--- src/rtl/seq_gen_pkg.sv ---
// seq_gen_pkg: shared types and constants for the seq_gen pattern transmitter.
//   seq_gen_state_t : FSM state encoding (PAR is only reached in parity builds)
//   SEQ_PAT_DEFAULT : default transmitted pattern (5'b10101)
package seq_gen_pkg;

   typedef enum logic [1:0] {
      IDLE = 2'd0,
      SEND = 2'd1,
      PAR  = 2'd2,
      GAP  = 2'd3
   } seq_gen_state_t;

   localparam logic [4:0] SEQ_PAT_DEFAULT = 5'b10101;

endpackage

--- src/rtl/seq_gen_shreg.sv ---
// seq_gen_shreg: loadable PAT_W-bit parallel-in / serial-out shift register.
// Ports:
//   CLK, RST_N : clock, asynchronous active-low reset
//   load       : capture din (has priority over shift)
//   shift      : shift one place towards the MSB, zero-filling the LSB
//   din        : parallel load word
//   msb        : current serial bit (register MSB)
//   parity     : even parity of the load word, combinational
module seq_gen_shreg #(
   parameter int PAT_W = 5
) (
   input  logic             CLK,
   input  logic             RST_N,
   input  logic             load,
   input  logic             shift,
   input  logic [PAT_W-1:0] din,
   output logic             msb,
   output logic             parity
);

   logic [PAT_W-1:0] sreg_q;
   logic [PAT_W-1:0] sreg_d;

   function automatic logic even_parity(input logic [PAT_W-1:0] w);
      return ^w;
   endfunction

   // Next-value selection: load wins so a reload can coincide with the last shift.
   always_comb begin
      sreg_d = sreg_q;
      if (load) begin
         sreg_d = din;
      end else if (shift) begin
         sreg_d = {sreg_q[PAT_W-2:0], 1'b0};
      end else begin
         sreg_d = sreg_q;
      end
   end

   // Shift register state.
   always_ff @(posedge CLK or negedge RST_N) begin
      if (!RST_N) begin
         sreg_q <= '0;
      end else begin
         sreg_q <= sreg_d;
      end
   end

   assign msb    = sreg_q[PAT_W-1];
   assign parity = even_parity(din);

endmodule

--- src/rtl/seq_gen.sv ---
// seq_gen: serial pattern transmitter with start/busy/done handshake,
// programmable repetition count and zero-filled gap between repetitions.
// Optional feature macro: SEQ_GEN_PARITY_EN (appends an even-parity bit
// after every repetition).
// Ports:
//   CLK, RST_N : clock, asynchronous active-low reset
//   start      : burst request, accepted only while idle and not busy
//   rep_cnt    : repetitions per burst (0 behaves as 1), latched on accept
//   gap_len    : zero cycles between repetitions, latched on accept
//   code       : registered serial output, MSB of the pattern first
//   busy       : registered, high while burst bits are on code
//   done       : registered one-cycle completion pulse
module seq_gen
   import seq_gen_pkg::*;
#(
   parameter int               PAT_W   = 5,
   parameter logic [PAT_W-1:0] PATTERN = PAT_W'(SEQ_PAT_DEFAULT),
   parameter int               REP_W   = 4,
   parameter int               GAP_W   = 4
) (
   input  logic             CLK,
   input  logic             RST_N,
   input  logic             start,
   input  logic [REP_W-1:0] rep_cnt,
   input  logic [GAP_W-1:0] gap_len,
   output logic             code,
   output logic             busy,
   output logic             done
);

   localparam int               IDX_W   = $clog2(PAT_W);
   localparam logic [IDX_W-1:0] IDX_MAX = IDX_W'(PAT_W - 1);

   seq_gen_state_t   state_q, state_d;
   logic [REP_W-1:0] rep_q, rep_d;
   logic [GAP_W-1:0] gap_q, gap_d;
   logic [GAP_W-1:0] gcnt_q, gcnt_d;
   logic [IDX_W-1:0] idx_q, idx_d;
   logic             code_q, code_d;
   logic             busy_q, busy_d;
   logic             done_q, done_d;

   logic             load_s;
   logic             shift_s;
   logic             rep_end_s;
   logic             msb_s;
   logic             par_s;

   seq_gen_shreg #(
      .PAT_W (PAT_W)
   ) u_shreg (
      .CLK    (CLK),
      .RST_N  (RST_N),
      .load   (load_s),
      .shift  (shift_s),
      .din    (PATTERN),
      .msb    (msb_s),
      .parity (par_s)
   );

`ifndef SEQ_GEN_PARITY_EN
   logic unused_par_s;
   assign unused_par_s = par_s;
`endif

   // Next-state, counter and output computation. The output registers lag the
   // state by one cycle, so the FSM is already IDLE while the last bit is still
   // on code; busy_q distinguishes that trailing cycle and produces done.
   always_comb begin
      state_d   = state_q;
      rep_d     = rep_q;
      gap_d     = gap_q;
      gcnt_d    = gcnt_q;
      idx_d     = idx_q;
      code_d    = 1'b0;
      busy_d    = 1'b0;
      done_d    = 1'b0;
      load_s    = 1'b0;
      shift_s   = 1'b0;
      rep_end_s = 1'b0;

      case (state_q)
         IDLE: begin
            if (busy_q) begin
               done_d = 1'b1;
            end else if (start) begin
               rep_d   = (rep_cnt == REP_W'(0)) ? REP_W'(1) : rep_cnt;
               gap_d   = gap_len;
               load_s  = 1'b1;
               idx_d   = IDX_MAX;
               state_d = SEND;
            end else begin
               state_d = IDLE;
            end
         end
         SEND: begin
            code_d  = msb_s;
            busy_d  = 1'b1;
            shift_s = 1'b1;
            if (idx_q == IDX_W'(0)) begin
`ifdef SEQ_GEN_PARITY_EN
               state_d = PAR;
`else
               rep_end_s = 1'b1;
`endif
            end else begin
               idx_d = idx_q - IDX_W'(1);
            end
         end
`ifdef SEQ_GEN_PARITY_EN
         PAR: begin
            code_d    = par_s;
            busy_d    = 1'b1;
            rep_end_s = 1'b1;
         end
`endif
         GAP: begin
            busy_d = 1'b1;
            if (gcnt_q <= GAP_W'(1)) begin
               gcnt_d  = GAP_W'(0);
               load_s  = 1'b1;
               idx_d   = IDX_MAX;
               state_d = SEND;
            end else begin
               gcnt_d = gcnt_q - GAP_W'(1);
            end
         end
         default: begin
            state_d = IDLE;
         end
      endcase

      // End of one repetition: finish, insert a gap, or restart back-to-back.
      if (rep_end_s) begin
         if (rep_q <= REP_W'(1)) begin
            rep_d   = REP_W'(0);
            state_d = IDLE;
         end else if (gap_q != GAP_W'(0)) begin
            rep_d   = rep_q - REP_W'(1);
            gcnt_d  = gap_q;
            state_d = GAP;
         end else begin
            rep_d   = rep_q - REP_W'(1);
            load_s  = 1'b1;
            idx_d   = IDX_MAX;
            state_d = SEND;
         end
      end else begin
         rep_d = rep_d;
      end
   end

   // State, counters and registered outputs.
   always_ff @(posedge CLK or negedge RST_N) begin
      if (!RST_N) begin
         state_q <= IDLE;
         rep_q   <= '0;
         gap_q   <= '0;
         gcnt_q  <= '0;
         idx_q   <= '0;
         code_q  <= 1'b0;
         busy_q  <= 1'b0;
         done_q  <= 1'b0;
      end else begin
         state_q <= state_d;
         rep_q   <= rep_d;
         gap_q   <= gap_d;
         gcnt_q  <= gcnt_d;
         idx_q   <= idx_d;
         code_q  <= code_d;
         busy_q  <= busy_d;
         done_q  <= done_d;
      end
   end

   assign code = code_q;
   assign busy = busy_q;
   assign done = done_q;

endmodule

--- config.mk ---
export PLATFORM = sky130hd
export DESIGN_NAME = seq_gen
export DESIGN_NICKNAME = d
export VERILOG_FILES = /design/src/rtl/seq_gen_pkg.sv /design/src/rtl/seq_gen_shreg.sv /design/src/rtl/seq_gen.sv
export SDC_FILE = /design/constraint.sdc
export NUM_CORES = 1
export LEC_CHECK = 0
export CAP_MARGIN = 20
export CORE_ASPECT_RATIO = 1.2
export CORE_MARGIN = 2
export CORE_UTILIZATION = 50
export DETAILED_ROUTE_END_ITERATION = 6
export MAX_ROUTING_LAYER = met4
export PLACE_DENSITY_LB_ADDON = 0.05
export SYNTH_ARGS = -nofsm -noshare
export SYNTH_HDL_FRONTEND = slang
export SYNTH_SLANG_ARGS = --single-unit
--- constraint.sdc ---
create_clock -name CLK -period 1.7 [get_ports CLK]
set_input_delay 0.255 -clock CLK [delete_from_list [all_inputs] [get_ports CLK]]
set_output_delay 0.255 -clock CLK [all_outputs]
set_load 0.05 [all_outputs]
==> impl_metrics.env <==
export IMPL_maxCapViolCount=0
export IMPL_fin_hold_ws_ns=0.2871
export IMPL_syn_num_nets=177
export IMPL_cp_max_fo=18
export IMPL_pwr_share_seq_pct=34.7
export IMPL_p_int_mw=1.734
export IMPL_clkPwrFrac_pct=8.7
export IMPL_endpoint_kind="flip-flop"
export IMPL_drv_slew=0
export IMPL_worst_slew_pin_slew_ns=0.3488
export IMPL_drt_met1_wl_um=1380
export IMPL_syn_instance_count=156
export IMPL_num_vias=1144
export IMPL_hp_class="in -> async"
export IMPL_timing_rr_start="state_q[1]"
export IMPL_fin_crit_sh_pct=93.65
export IMPL_dp_hpwl_um=2307
export IMPL_antenna_found_initial=0
export IMPL_path_class="reg -> reg"
export IMPL_grt_pass1_vias=1180
export IMPL_irDropWorstVdd_v=0.001181
export IMPL_synth_edf_count=0
export IMPL_cpPeakStageDelay_ns=0.43
export IMPL_syn_avg_cell_area_um2=9.296
export IMPL_syn_to_final_growth_pct=16.91
export IMPL_cts_path_max_buffers=2
export IMPL_wl_met3_um=77
export IMPL_synth_commonest_cells="dfrtp_1 (25), nand2_1 (22), ha_1 (10), inv_1 (10), nor2_1 (8)"
export IMPL_die_h_um=63.00
export IMPL_grt_overflow=0
export IMPL_yosysWarnings=0
export IMPL_fmax_mhz=628.1
export IMPL_firstDrtPassIters=4
export IMPL_synth_most_common_cell="dfrtp_1"
export IMPL_cts_sinks=25
export IMPL_leakagePower_nw=0.7727
export IMPL_async_flop_share_pct=100.0
export IMPL_status="completed"
export IMPL_seq_area_frac_synth_pct=43.14
export IMPL_period_needed_ns=1.592
export IMPL_io_pins=14
export IMPL_grt_usage_pct=21.87
export IMPL_hold_violations=0
export IMPL_setup_viol=0
export IMPL_core_mm2=0.002785
export IMPL_routed_wl_um=3020
export IMPL_fin_skew_ns=0.005342
export IMPL_viasPerCell=5.474
export IMPL_swShare_pct=44.74
export IMPL_maxSlewHeadroom_pct=76.55
export IMPL_rsz0062_at_grt="true"
export IMPL_htree_levels=1
export IMPL_dp_cells=205
export IMPL_yosys_area_top_type="dfrtp_1"
export IMPL_synth_area_top_cells="dfrtp_1 (43%), ha_1 (8.6%), nand2_1 (5.7%), nand2b_1 (3.0%), inv_1 (2.6%)"
export IMPL_wl_met2_um=1540
export IMPL_initial_core_util_pct=52.07
export IMPL_highest_layer="met4"
export IMPL_pwr_share_comb_pct=56.6
export IMPL_final_layout_size_suffix_gt1_share_pct=14.86
export IMPL_r2r_end="idx_q[0]"
export IMPL_route_detailed_drc=0
export IMPL_netlist_area_mm2=0.001450
export IMPL_fill_cells=261
export IMPL_insertion_delay_ns=0.32
export IMPL_worstPathArrival_ns=1.82
export IMPL_grt_start_max_net_pins=26
export IMPL_cts_root_buffer="clkbuf_4"
export IMPL_cp_top_family="flip-flops"
export IMPL_grt_pass1_wl_um=5333
export IMPL_layout_cells_non_filler=209
export IMPL_synth_cell_type_count=42
export IMPL_cts_setup_buffers=0
export IMPL_n_antenna_cell=0
export IMPL_clk_pin_slew_worst_paths_ns=0.14
export IMPL_nets=197
export IMPL_cts_tree="done"
export IMPL_ant_nets=0
export IMPL_crit_path_top_delay_cell="dfrtp_1"
export IMPL_wl_per_cell_um=14.45
export IMPL_synth_seq_cells=25
export IMPL_place_congestion=0.8028
export IMPL_required_ns=1.93
export IMPL_dieArea_mm2=0.003349
export IMPL_rrSetupSlack_ns=0.11
export IMPL_crit_chain="inv_1 > ha_1 > buf_4 > nand3b_1 > nand3_1 > a31o_1"
export IMPL_initialDrtViolationCount=29
export IMPL_ys_flop_type="dfrtp_1"
export IMPL_synth_top_area_share_pct=43.14
export IMPL_switching_power_mw=1.404
export IMPL_start_kind="flip-flop"
export IMPL_p_per_area_mw_per_mm2=1851
export IMPL_die_w_um=53.16
export IMPL_cts_buffers=3
export IMPL_num_rows=21
export IMPL_placement_io_buffers=13
export IMPL_timing_critical_path_buf_inv=2
export IMPL_rr_worst_depth=6
-- logic make-up after synthesis --
| group | synth area share [%] |
|---|---|
| AND/OR/NAND/NOR | 23.99 |
| AO/OA/AOI/OAI | 17.34 |
| flip-flops | 43.14 |
| buffers and inverters | 4.315 |
| adder cells (fa/ha/maj) | 8.628 |
| XOR/XNOR | 1.208 |
| multiplexers | 1.381 |
-- power groups by stage --
stage               Combinational (mW)  Sequential (mW)  Clock (mW)
finish                            1.78             1.09       0.273
global route                      2.00             1.13       0.301
CTS                               1.74             1.09       0.270
detailed placement                1.71             1.10           0
floorplan                         1.18             1.16           0
global placement                  1.67             1.09           0
-- state kept, by name, indices dropped and copies added (netlist names) --
name,flops
u_shreg.sreg_q,5
rep_q,4
done,1
busy,1
gcnt_q,4
idx_q,3
state_q,2
code,1
gap_q,4
-- placed cells by master, fill, tap and decap left out, types with 2 or more instances in the layout --
cell and n:
inv_1 10, o22ai_1 3, nor2b_1 2, dfrtp_1 24, mux2i_1 2, ha_1 8, o21ai_1 7, a21oi_1 6
nand3b_1 2, clkdlybuf4s50_1 10, o311ai_1 2, or3_1 2, ha_2 2, nand2b_1 7, a31o_1 2, a22o_1 2
nand3_1 5, clkbuf_4 3, nand2_1 22, o21ai_0 2, or2_1 2, nor3_1 6, and3b_1 2, and2_1 2
buf_4 10, nor2_1 8
-- per-stage QoR --
| stage | TNS (ns) | instance area, µm² | utilization, % | total power, mW | setup WS, ns |
|---|---|---|---|---|---|
| CTS | 0 | 1674 | 60.11 | 3.096 | 0.006643 |
| floorplan | 0 | 1450 | - | 2.340 | 0.1106 |
| detailed placement | -0.002980 | 1643 | 58.98 | 2.812 | -0.002980 |
| finish | 0 | 1695 | 60.87 | 3.138 | 0.1079 |
| global route | -0.003370 | 1695 | 60.87 | 3.434 | -0.003370 |
| global placement | 0 | 1643 | 58.98 | 2.753 | 0.1085 |
-- worst max-delay path by stage --
stage	cells past startpoint	slack [ns]	from	end
floorplan	7	0.11	state_q[0]	rep_q[3]
global placement	5	0.11	state_q[0]	u_shreg.sreg_q[3]
detailed placement	5	-0.003	state_q[1]	rep_q[2]
CTS	5	0.007	state_q[0]	idx_q[2]
global route	6	-0.003	gcnt_q[0]	idx_q[2]
finish	6	0.11	state_q[1]	idx_q[0]
-- final cells by class --
cell class | count | area [µm²] | area share [%]
inverters | 10 | 37.54 | 2.214
repair buffers | 20 | 175.2 | 10.33
well taps | 34 | 42.54 | 2.509
flip-flops and latches | 25 | 626.9 | 36.97
clock buffers | 3 | 22.52 | 1.328
clock inverters | 1 | 5.005 | 0.2952
multi-input cells | 116 | 785.8 | 46.35
-- what timing repair did --
item / CTS / global route
hold buffers: 0 / 0
endpoints found under the hold margin: 0 / 0
resized for setup: 1 / 10
setup endpoints to repair: 3 / 16
-- per-layer routing --
metal | global-route usage [%] | up-vias
met5 | - | -
met4 | 5.769 | 0
met3 | 2.153 | 2
met2 | 37.19 | 16
met1 | 27.19 | 541
li1 | - | 585
No activity file was read; power rests on OpenSTA's default activity.
